===== src/rtl/mux_nway_sync_pkg.sv =====
// Shared types and helpers for the N-way synchronous mux with blanking.
package mux_pkg;

    typedef enum logic {
        IDLE  = 1'b0,
        BLANK = 1'b1
    } state_t;

    localparam int unsigned TIMER_W = 8;

    // Select width: clog2 of the channel count, never narrower than one bit.
    function automatic int unsigned sel_width(input int unsigned n);
        int unsigned w;
        w = $clog2(n);
        return (w < 1) ? 1 : w;
    endfunction

endpackage


===== src/rtl/mux_nway_sync_blank_timer.sv =====
// Loadable down-counter that times the blanking interval.
module blank_timer
    import mux_pkg::*;
#(
    parameter int unsigned W = TIMER_W
) (
    input  logic         clk,
    input  logic         rst,
    input  logic         load,
    input  logic [W-1:0] load_val,
    input  logic         dec,
    output logic         zero_c
);

    logic [W-1:0] count;

    always_ff @(posedge clk or posedge rst) begin
        if (rst) begin
            count <= '0;
        end else if (load) begin
            count <= load_val;
        end else if (dec && (count != '0)) begin
            count <= count - W'(1);
        end
    end

    // High when the current decrement brings the count to zero.
    assign zero_c = (count <= W'(1));

endmodule


===== src/rtl/mux_nway_sync.sv =====
// Registered N-way channel mux; a channel switch blanks the output for a fixed number of cycles.
module mux_nway_sync
    import mux_pkg::*;
#(
    parameter int unsigned          WIDTH        = 8,
    parameter int unsigned          NUM_CH       = 4,
    parameter int unsigned          BLANK_CYCLES = 2,
    parameter logic [WIDTH-1:0]     BLANK_VAL    = '0,
    localparam int unsigned         SEL_W        = sel_width(NUM_CH)
) (
    input  logic                    clk,
    input  logic                    rst,
    input  logic [NUM_CH*WIDTH-1:0] in_bus,
    input  logic [SEL_W-1:0]        sel_req,
    input  logic                    sel_load,
    output logic [WIDTH-1:0]        out,
    output logic [SEL_W-1:0]        sel_cur,
    output logic                    busy,
    output logic                    sel_err
);

    localparam bit BYPASS = (BLANK_CYCLES == 0);

    state_t             state;
    logic [SEL_W-1:0]   pending;

    logic               req_ok_c;
    logic               req_bad_c;
    logic               switch_c;
    logic               tmr_load_c;
    logic               tmr_dec_c;
    logic               tmr_zero_c;
    logic [SEL_W-1:0]   src_c;
    logic [WIDTH-1:0]   ch_c;

    // Request qualification and channel source selection.
    always_comb begin
        req_ok_c   = sel_load && (32'(sel_req) < NUM_CH);
        req_bad_c  = sel_load && (32'(sel_req) >= NUM_CH);
        switch_c   = req_ok_c && (sel_req != sel_cur);
        tmr_load_c = !BYPASS && (((state == IDLE) && switch_c) ||
                                 ((state == BLANK) && req_ok_c));
        tmr_dec_c  = (state == BLANK);
        // At the end of blanking the out register already loads the new channel.
        src_c      = (state == BLANK) ? pending : sel_cur;
        ch_c       = in_bus[32'(src_c)*WIDTH +: WIDTH];
    end

    blank_timer #(
        .W        (TIMER_W)
    ) u_blank_timer (
        .clk      (clk),
        .rst      (rst),
        .load     (tmr_load_c),
        .load_val (TIMER_W'(BLANK_CYCLES)),
        .dec      (tmr_dec_c),
        .zero_c   (tmr_zero_c)
    );

    always_ff @(posedge clk or posedge rst) begin
        if (rst) begin
            state   <= IDLE;
            out     <= BLANK_VAL;
            sel_cur <= '0;
            pending <= '0;
            busy    <= 1'b0;
            sel_err <= 1'b0;
        end else begin
            sel_err <= req_bad_c;
            case (state)
                IDLE: begin
                    out <= ch_c;
                    if (switch_c) begin
                        if (BYPASS) begin
                            sel_cur <= sel_req;
                        end else begin
                            pending <= sel_req;
                            state   <= BLANK;
                            busy    <= 1'b1;
                            out     <= BLANK_VAL;
                        end
                    end
                end
                BLANK: begin
                    if (req_ok_c) begin
                        // Last request wins and blanking restarts.
                        pending <= sel_req;
                        out     <= BLANK_VAL;
                    end else if (tmr_zero_c) begin
                        sel_cur <= pending;
                        state   <= IDLE;
                        busy    <= 1'b0;
                        out     <= ch_c;
                    end else begin
                        out     <= BLANK_VAL;
                    end
                end
                default: begin
                    state <= IDLE;
                    busy  <= 1'b0;
                    out   <= BLANK_VAL;
                end
            endcase
        end
    end

endmodule


===== config.mk =====
export PLATFORM = sky130hd
export DESIGN_NAME = mux_nway_sync
export DESIGN_NICKNAME = d
export VERILOG_FILES = /design/src/rtl/mux_nway_sync_pkg.sv /design/src/rtl/mux_nway_sync_blank_timer.sv /design/src/rtl/mux_nway_sync.sv
export SDC_FILE = /design/constraint.sdc
export NUM_CORES = 1
export LEC_CHECK = 0
export BUFFER_PORTS_ARGS = -buffer_cell sky130_fd_sc_hd__buf_2
export CORE_ASPECT_RATIO = 1.4
export CORE_MARGIN = 2
export CORE_UTILIZATION = 43
export DETAILED_ROUTE_END_ITERATION = 10
export PLACE_DENSITY = 0.75
export SYNTH_ARGS = -nofsm -noshare
export SYNTH_HDL_FRONTEND = slang
export SYNTH_SLANG_ARGS = --single-unit

===== constraint.sdc =====
create_clock -name clk -period 1.9 [get_ports clk]
set_input_delay 0.19 -clock clk [delete_from_list [all_inputs] [get_ports clk]]
set_output_delay 0.19 -clock clk [all_outputs]
set_load 0.03 [all_outputs]

# Word-level counts from Yosys, hierarchy flattened

Index checks and enable logic that the tools add are counted.

Input port bits: 37
Output and inout port bits: 12
Word-level logic and storage cells: 44
Bits in registers: 22

Reduce and logical (&&, ||, !) cells: 10
$lt $le $gt $ge: 1
Shift-type cells: 1
Eq/ne operators: 5
Muxes and demuxes: 18
Bitwise gates (word level): 2
Add/sub/neg operators: 1

Operators with widths:

| kind                | count |
|---|---|
| $mux 8              | 5 |
| $shiftx 32x6->8     | 1 |
| $pmux 8 s2          | 1 |
| $le 8x1->1 const B  | 1 |
| $reduce_bool 8->1   | 1 |
| $sub 8x1->8 const B | 1 |
| $mux 1              | 6 |
| $mux 2              | 3 |
| $ne 2x2->1 const B  | 3 |
| $reduce_and 3->1    | 2 |
| $logic_and 1x1->1   | 4 |
| $pmux 1 s2          | 2 |
| $pmux 2 s2          | 1 |
| $ne 2x1->1 const B  | 1 |
| $ne 2x2->1          | 1 |
| $not 1->1           | 2 |
| $reduce_and 2->1    | 1 |
| $reduce_bool 2->1   | 1 |
| $logic_or 1x1->1    | 1 |

# Logic depth before layout (Yosys ltp)

Gate-level depths: netlist of run 1.

Word-level depth: 5
Mapped depth: 6
Mapped depth without buffers: 6

# By module

A second synthesis of run 1 with hierarchy kept.

Cell total of the unflattened synthesis: 191
Area, all modules: 1642.8 um^2

Modules (own cells, without submodules):

| module        | cells an instance | seq. area each (um^2) | area an instance (um^2) | times used |
|---|---|---|---|---|
| mux_nway_sync | 125               | 350.3                 | 1061.0                  | 1 |
| blank_timer   | 66                | 200.2                 | 581.8                   | 1 |

# Least setup slack after synthesis of run 1

No wires, ideal clock.

Path type: reg2reg
Start point: register sel_cur[0]
End point: register out[0]
Library setup time: 0.119 ns
Required time: 1.781 ns
Path buffers: 0
Cell stages (with the launch flop): 4
Setup slack: -0.024 ns
Data arrival time: 1.805 ns
Period minus slack after synthesis: 1.924 ns
Cell sequence: dfrtp_1 > mux2i_2 > mux4_2 > and2_1

Longest elaborated chain between the ends: 5
Elaborated cells between the ends (all ways): 8
Those cells by class: 1 x eq/ne; 1 x shift; 5 x mux; 1 x reduce/logical

RTL lines:

| what                   | RTL line            | RTL |
|---|---|---|
| from (decl)            | mux_nway_sync.sv:17 | `output logic [SEL_W-1:0] sel_cur,` |
| from (signal assigned) | mux_nway_sync.sv:75 | `sel_cur <= sel_req;` |
| from (signal assigned) | mux_nway_sync.sv:90 | `sel_cur <= pending;` |
| $mux 2                 | mux_nway_sync.sv:45 | `src_c = (state == BLANK) ? pending : sel_cur;` |
| $shiftx 32x6->8        | mux_nway_sync.sv:46 | `ch_c = in_bus[32'(src_c)*WIDTH +: WIDTH];` |
| $mux 8                 | mux_nway_sync.sv:89 | `end else if (tmr_zero_c) begin` |
| $mux 8                 | mux_nway_sync.sv:85 | `if (req_ok_c) begin` |
| $pmux 8 s2 (*)         | mux_nway_sync.sv:70 | `case (state)` |
| to (signal assigned)   | mux_nway_sync.sv:72 | `out <= ch_c;` |
| to (signal assigned)   | mux_nway_sync.sv:93 | `out <= ch_c;` |
| to (decl)              | mux_nway_sync.sv:16 | `output logic [WIDTH-1:0] out,` |

Mark *: on every way between the ends. The rest lies on a longest branch, timed or not.
A chain may end at the register's enable or synchronous reset.

# Worst setup path after layout of run 1

Start point: register u_blank_timer.count[1]
End point: register u_blank_timer.count[2]

Longest elaborated chain between the ends: 3
Elaborated cells between the ends (all ways): 6
Those cells by class: 1 x add/sub; 2 x mux; 3 x reduce/logical

RTL lines:

| what                                                    | RTL line                                                         | RTL |
|---|---|---|
| from (decl)                                             | mux_nway_sync_blank_timer.sv:15                                  | `logic [W-1:0] count;` |
| from (signal assigned)                                  | mux_nway_sync_blank_timer.sv:21                                  | `count <= load_val;` |
| from (signal assigned)                                  | mux_nway_sync_blank_timer.sv:23                                  | `count <= count - W'(1);` |
| $sub 8x1->8 / $reduce_bool 8->1 (equally long branches) | mux_nway_sync_blank_timer.sv:23, mux_nway_sync_blank_timer.sv:22 |  |
| $mux 8 / $logic_and 1x1->1 (equally long branches)      | mux_nway_sync_blank_timer.sv:22                                  | `end else if (dec && (count != '0)) begin` |
| $mux 8 / $reduce_bool 2->1 (equally long branches)      | --                                                               |  |

Several ways; a longest one is shown, not always the timed one. The select of a mux whose other input is x is not followed.

==> metrics, run 1 <==
crit path max-delay cell type or3b_4; Synth Cell Area around 1300 um2; most common cell after layout, fill and taps aside buf_2; drt drc 0; All-Layer GR Usage around 18%; first drt pass iteration count 4; status finished, final reports clean; fin. max-slew vios 0; CTS tree yes; DR iter-0 viols 21; most frequent cells in the layout 47 x buf_2, 22 x dfrtp_1, 12 x nor2_1; Setup Skew about 1.9 ps; max incr delay on CP ~400 ps; VDD IR-drop max 0.0007699 V; Routed WL roughly 2800 um; RePlAce Congestion 0.9281; Layout area overhead 34.69%; WL per Instance approximately 14 um; Yosys top cell area share between 40% and 50%; Detail Route Antenna Nets 0; sequential element share of the synthesized area roughly 44%; Ports 49; Post-Syn Instances between 100 and 150; Root Driver clkbuf_8; port bufs 47; Synth area leader dfrtp_1; hold wc startpoint sel_req[0]; Setup TNS 0 ps; CTS buffer count 3; critical path, cell by cell inv_1 > ha_2 > or3b_4 > or3_1 > a32o_1; Crit. End Element register; diode count 0; Leak Pwr around 0.83 nW; share of flip-flops with an asynchronous set or reset between 90% and 100%; core area between 2000 and 3000 um2; Vias between 1,000 and 1,500; crit path max fanout 4; antenna violations before repair 0; type of origin of the critical path register; Cell Area, Placed between 1500 and 2000 um2; Final nets approximately 210; layout cells sized above 1 ~50%; flops & latches, synth 22; worst hold path class in2reg; RSZ-0062 raised after global routing no; ys flop type dfrtp_1; Die Footprint between 3000 and 4000 um2; Yosys warnings 0; Hold Vio Cnt, Final 0; Post-synth EDFFs 0; synth top area cells dfrtp_1 44%, mux4_2 14%, and2_1 4.5%, mux2_2 3.6%, nor2_1 3.6%; Fmax around 0.55 GHz; Die H 68.02 um; FF-to-FF Start u_blank_timer.count[1]; # fillers 253; H-tree depth 1; HPWL Detailed approximately 2200 um; Tmin final about 1800 ps; standard-cell rows 23; CTS sink count 22; vias in the first global route 1,088; first-pass GRT wire length roughly 4600 um; postcts setup bufs 0; final instance area around 1700 um2; GR Overflow Total 0; CP Launch Point u_blank_timer.count[1]; Tcrit/Tclk final between 90 and 100%; Setup WS post-layout 78.40 ps; kind of critical path reg2reg; Die W 49.73 um; PD cells between 1000 and 1500 nW/um2; worst path arrival time 1970 ps; mean post-synth cell area 11.99 um2; Setup WS pre-CTS -16.19 ps; final setup vio count 0; max cap viols 0; CP required 2050 ps; routed vias/inst ~5.3; count of different cell masters after synthesis 38; Worst-Skew Late Latency roughly 260 ps; Starting Density between 40% and 50%; Net Count, Synth approximately 150; Clock Path Buffers 2; largest net degree at the start of global routing 23; area of the multi-input gates roughly 690 um2; Worst-path clk slew ~70 ps; FF/Latch Area 550.5 um2
## Yosys cell counts, types with 2 or more instances
master,n
nor4_1,2
ha_1,3
nand3_1,2
xnor2_1,4
dfrtp_1,22
mux2_2,4
and2_1,9
xor2_1,2
nand2_1,4
mux4_2,8
mux2i_1,2
inv_1,5
nor2_1,12
clkbuf_1,2
## flip-flops by register name, summed over array words and instances (netlist names)
name and count:
u_blank_timer.count 8, out 8, busy 1, state 1, pending 2, sel_cur 2
## path summary, 6_finish.rpt
check | to | slack (ps) | cells past startpoint
worst min-delay path | pending[0] | 190 | 2
worst max register to register | u_blank_timer.count[2] | 80 | 5
max in group asynchronous | u_blank_timer.count[0] | 1180 | 4
worst max-delay path | u_blank_timer.count[2] | 80 | 5
worst min register to register | busy | 470 | 2
min in group asynchronous | out[7] | 500 | 4
## critical path: cells and delay by family (launching register included)
family          cells  cell delay (ps)
buf+inv             1              120
compound gates      1              260
fa+ha+maj           1              220
flops               1              390
simple gates        2              720
## cells by family (layout without fill, tap and decap cells)
group / count (synthesis) / in the layout / synth area share [%]
XOR/XNOR: 6 / 6 / 4.175
multiplexers: 15 / 15 / 20.58
adder cells (fa/ha/maj): 3 / 3 / 2.982
other: 1 / 1 / 0.2979
buffers and inverters: 9 / 68 / 3.579
AND/OR/NAND/NOR: 36 / 36 / 15.41
flip-flops: 22 / 22 / 43.74
AO/OA/AOI/OAI: 13 / 13 / 9.245
## power breakdown
| group | leakage, nW | switching [W] | internal, W |
|---|---|---|---|
| clock network | 0.0216 | 0.000144 | 0.000141 |
| registers | 0.282 | 0.000144 | 0.000633 |
| logic | 0.521 | 0.000743 | 0.000731 |
## cell type report
type                    count  share of cell area [%]
well taps                  37                   2.731
clock buffers               3                   2.435
inverters                   5                   1.107
flip-flops and latches     22                   32.47
repair buffers             60                   20.52
multi-input cells          74                   40.74
## what timing repair did
action,CTS,global route
gates resized for setup,3,1
hold buffers,1,0
hold endpoints to repair,22,0
setup endpoints to repair,3,1
## through the flow
| step | utilization, % | power, W | cells | hold WS [ps] |
|---|---|---|---|---|
| 2_1_floorplan | - | 0.001766 | 105 | 179.2 |
| 3_3_place_gp | 57.63 | 0.002179 | 197 | 233.7 |
| 3_5_place_dp | 57.63 | 0.002224 | 197 | 239.5 |
| 4_1_cts | 59.89 | 0.002542 | 201 | 190.9 |
| 5_1_grt | 60.12 | 0.002717 | 201 | 185.9 |
| 6_report | 60.12 | 0.002536 | 201 | 191.0 |
## layer usage
metal	routed length, um	GRT usage [%]	part of all wire [%]	vias to the layer above
li1	-	-	-	499
met1	1031	19.31	37	524
met2	1502	34.33	54	44
met3	164	3.275	5.9	8
met4	63	8.333	2.3	0
met5	0	0	0	-
(Power assumes the default switching activity.)
==> inputs of run 2 (changes only) <==
Settings changed: RECOVER_POWER set to 25.
Clock period 1.9 ns to 1.5 ns, I/O delays scaled along.
==> run 2 against run 1 <==
  * Register-to-register slack got worse by 260 ps
  * The run now ends with negative setup slack left
  * Critical path type unchanged
  * Highest routed layer unchanged
  * Largest cell class unchanged
  * Total power increased by 55%
  * Sequential cell count unchanged
==> metrics, run 2 (same netlist as run 1, synthesis figures left out) <==
RSZ-0062 raised after global routing yes (was no); type of origin of the critical path register (unchanged); CTS buffer count 3 (unchanged); HPWL Detailed 2369 um (was 2191 um); routed vias/inst 5.146 (was 5.348); most frequent cells in the layout 47 x buf_2, 24 x buf_4, 20 x dfrtp_1 (was 47 x buf_2, 22 x dfrtp_1, 12 x nor2_1); Worst-Skew Late Latency 260 ps (about the same); vias in the first global route 1,173 (was 1,088); first-pass GRT wire length 5057 um (was 4588 um); CTS tree yes (unchanged); Top Registers out x8, u_blank_timer.count x8 (unchanged); H-tree depth 1 (unchanged); crit path max-delay cell type or3b_4 (unchanged); Detail Route Antenna Nets 0 (unchanged); Power, Total 0.003931 W (was 0.002536 W); Leak Pwr 0.9507 nW (was 0.8253 nW); Tcrit/Tclk final 112.4% (was 95.87%); hold wc startpoint sel_req[1] (was sel_req[0]); VDD IR-drop max 0.001237 V (was 0.0007699 V); Worst-path clk slew 80 ps (was 70 ps); Setup WS post-layout -185.4 ps (was 78.40 ps); fin. max-slew vios 0 (unchanged); final setup vio count 18 (was 0); Crit. End Element register (unchanged); PD cells 1997 nW/um2 (was 1496 nW/um2); first drt pass iteration count 4 (unchanged); Die H 68.02 um (unchanged); core area 2820 um2 (unchanged); Die Footprint 3382 um2 (unchanged); WHS 152.5 ps (was 191.0 ps); area of the multi-input gates 810.8 um2 (was 690.7 um2); antenna violations before repair 0 (unchanged); drt drc 0 (unchanged); Worst Max-Slew Pin Slew between 500 and 600 ps; standard-cell rows 23 (unchanged); worst hold path class in2reg (unchanged); critical path, cell by cell inv_2 > ha_4 > or3b_4 > or3_1 > a32o_1 (was inv_1 > ha_2 > or3b_4 > or3_1 > a32o_1); Clock Path Buffers 2 (unchanged); max cap viols 0 (unchanged); hold endpoint pending[1] (was pending[0]); Fmax 0.5933 GHz (was 0.5490 GHz); FF/Latch Area 553.0 um2 (was 550.5 um2); CTS sink count 22 (unchanged); All-Layer GR Usage 19.85% (was 18.05%); dpl cells 207 (was 197); Layout area overhead 56.36% (was 34.69%); worst path arrival time 1840 ps (was 1970 ps); kind of critical path reg2reg (unchanged); layout cells sized above 1 65.93% (was 50.00%); Starting Density 44.63% (unchanged); Max-slew headroom 64.74%; path depth of the worst reg2reg path 5 (unchanged); largest net degree at the start of global routing 23 (unchanged); CP required 1650 ps (was 2050 ps); most common cell after layout, fill and taps aside buf_2 (unchanged); Crit Reg-Reg Endpoint u_blank_timer.count[2] (unchanged); diode count 0 (unchanged); final core utilization 69.79% (was 60.12%); RePlAce Congestion 0.8532 (was 0.9281); Post-Layout Cell Count 219 (was 201); Die W 49.73 um (unchanged); Routed WL 3164 um (was 2762 um); failing checks negative setup slack; status finished, violations left (was finished, final reports clean); internal reg-to-reg setup slack -190 ps (was 80 ps); Root Driver clkbuf_8 (unchanged); Worst Path Buf+Inv 1 (unchanged); Crit path max-delay family simple AND/OR/NAND/NOR gates (unchanged); Hold Vio Cnt, Final 0 (unchanged); max incr delay on CP 400 ps (about the same); port bufs 47 (unchanged); Setup TNS -2154 ps (was 0 ps); FF-to-FF Start u_blank_timer.count[1] (unchanged); WL per Instance 14.45 um (was 13.74 um); Final nets 223 (was 206); Tmin final 1685 ps (was 1822 ps); GR Overflow Total 0 (unchanged); Setup Skew 9.719 ps (was 1.860 ps); hold path cells 2 (unchanged); Vias 1,127 (was 1,075); crit path max fanout 3 (was 4); # fillers 221 (was 253); DR iter-0 viols 25 (was 21); Ports 49 (unchanged)
## run 2: changes by cell type in the layout (fill, tap and decap cells not counted), moves of 2 or more
cell / delta
buf_6: +3
nor4_4: +2
mux2_2: -2
inv_1: -2
and2_1: -7
dfrtp_2: +2
dfrtp_1: -2
mux2_4: +2
inv_2: +2
and2_4: +7
buf_4: +13
## run 2: worst max-delay path by stage
stage	startpoint	end	slack [ps]	cells after the start
after floorplan	sel_cur[0]	out[0]	-170	3
after global placement	u_blank_timer.count[0]	out[5]	-170	6
after detailed placement	u_blank_timer.count[0]	u_blank_timer.count[1]	-210	6
after CTS	u_blank_timer.count[0]	u_blank_timer.count[5]	-160	5
after global routing	u_blank_timer.count[0]	u_blank_timer.count[4]	-260	7
final	u_blank_timer.count[1]	u_blank_timer.count[2]	-190	5
## run 2: layer usage
metal  vias to the layer above  share of wire [%]  routed length [um]  track usage (%)
met4                         0                2.4                  75            10.76
met1                       549                 35                1122            20.00
li1                        532                  -                   -                -
met5                         -                  0                   0                0
met3                        10                3.8                 121            2.402
met2                        36                 58                1845            39.33
## run 2: final cells by class
| cell class | count | share of cell area, % |
|---|---|---|
| timing repair buffer | 77 | 24.60 |
| sequential | 22 | 28.10 |
| clock buffer | 4 | 2.797 |
| tap | 37 | 2.352 |
| multi-input combinational | 74 | 41.20 |
| inverter | 5 | 0.9536 |
## run 2: what timing repair did
item	in CTS	in global routing
endpoints found under the setup margin	21	22
gates cloned	0	0
buffers inserted	5	2
hold endpoints to repair	22	0
hold buffers	1	0
gates resized for setup	13	11
pin swaps	16	5
## run 2: metrics by stage
stage	setup WS, ps	instance area, um2
after CTS	-164.6	1917
final	-185.4	1968
after detailed placement	-208.2	1744
after floorplan	-169.4	1313
after global routing	-257.8	1968
after global placement	-172.9	1744
## run 2: power breakdown
| group | internal [W] | total (W) | switching (W) |
|---|---|---|---|
| combinational | 0.00134 | 0.00252 | 0.00119 |
| clock | 0.000233 | 0.000413 | 0.000179 |
| sequential | 0.000807 | 0.000997 | 0.000190 |
## run 2: worst register-to-register path, cell delays in order, from the launching register on
cell and delay, ps:
dfrtp_1 390, inv_2 90, ha_4 130, or3b_4 400, or3_1 320, a32o_1 250
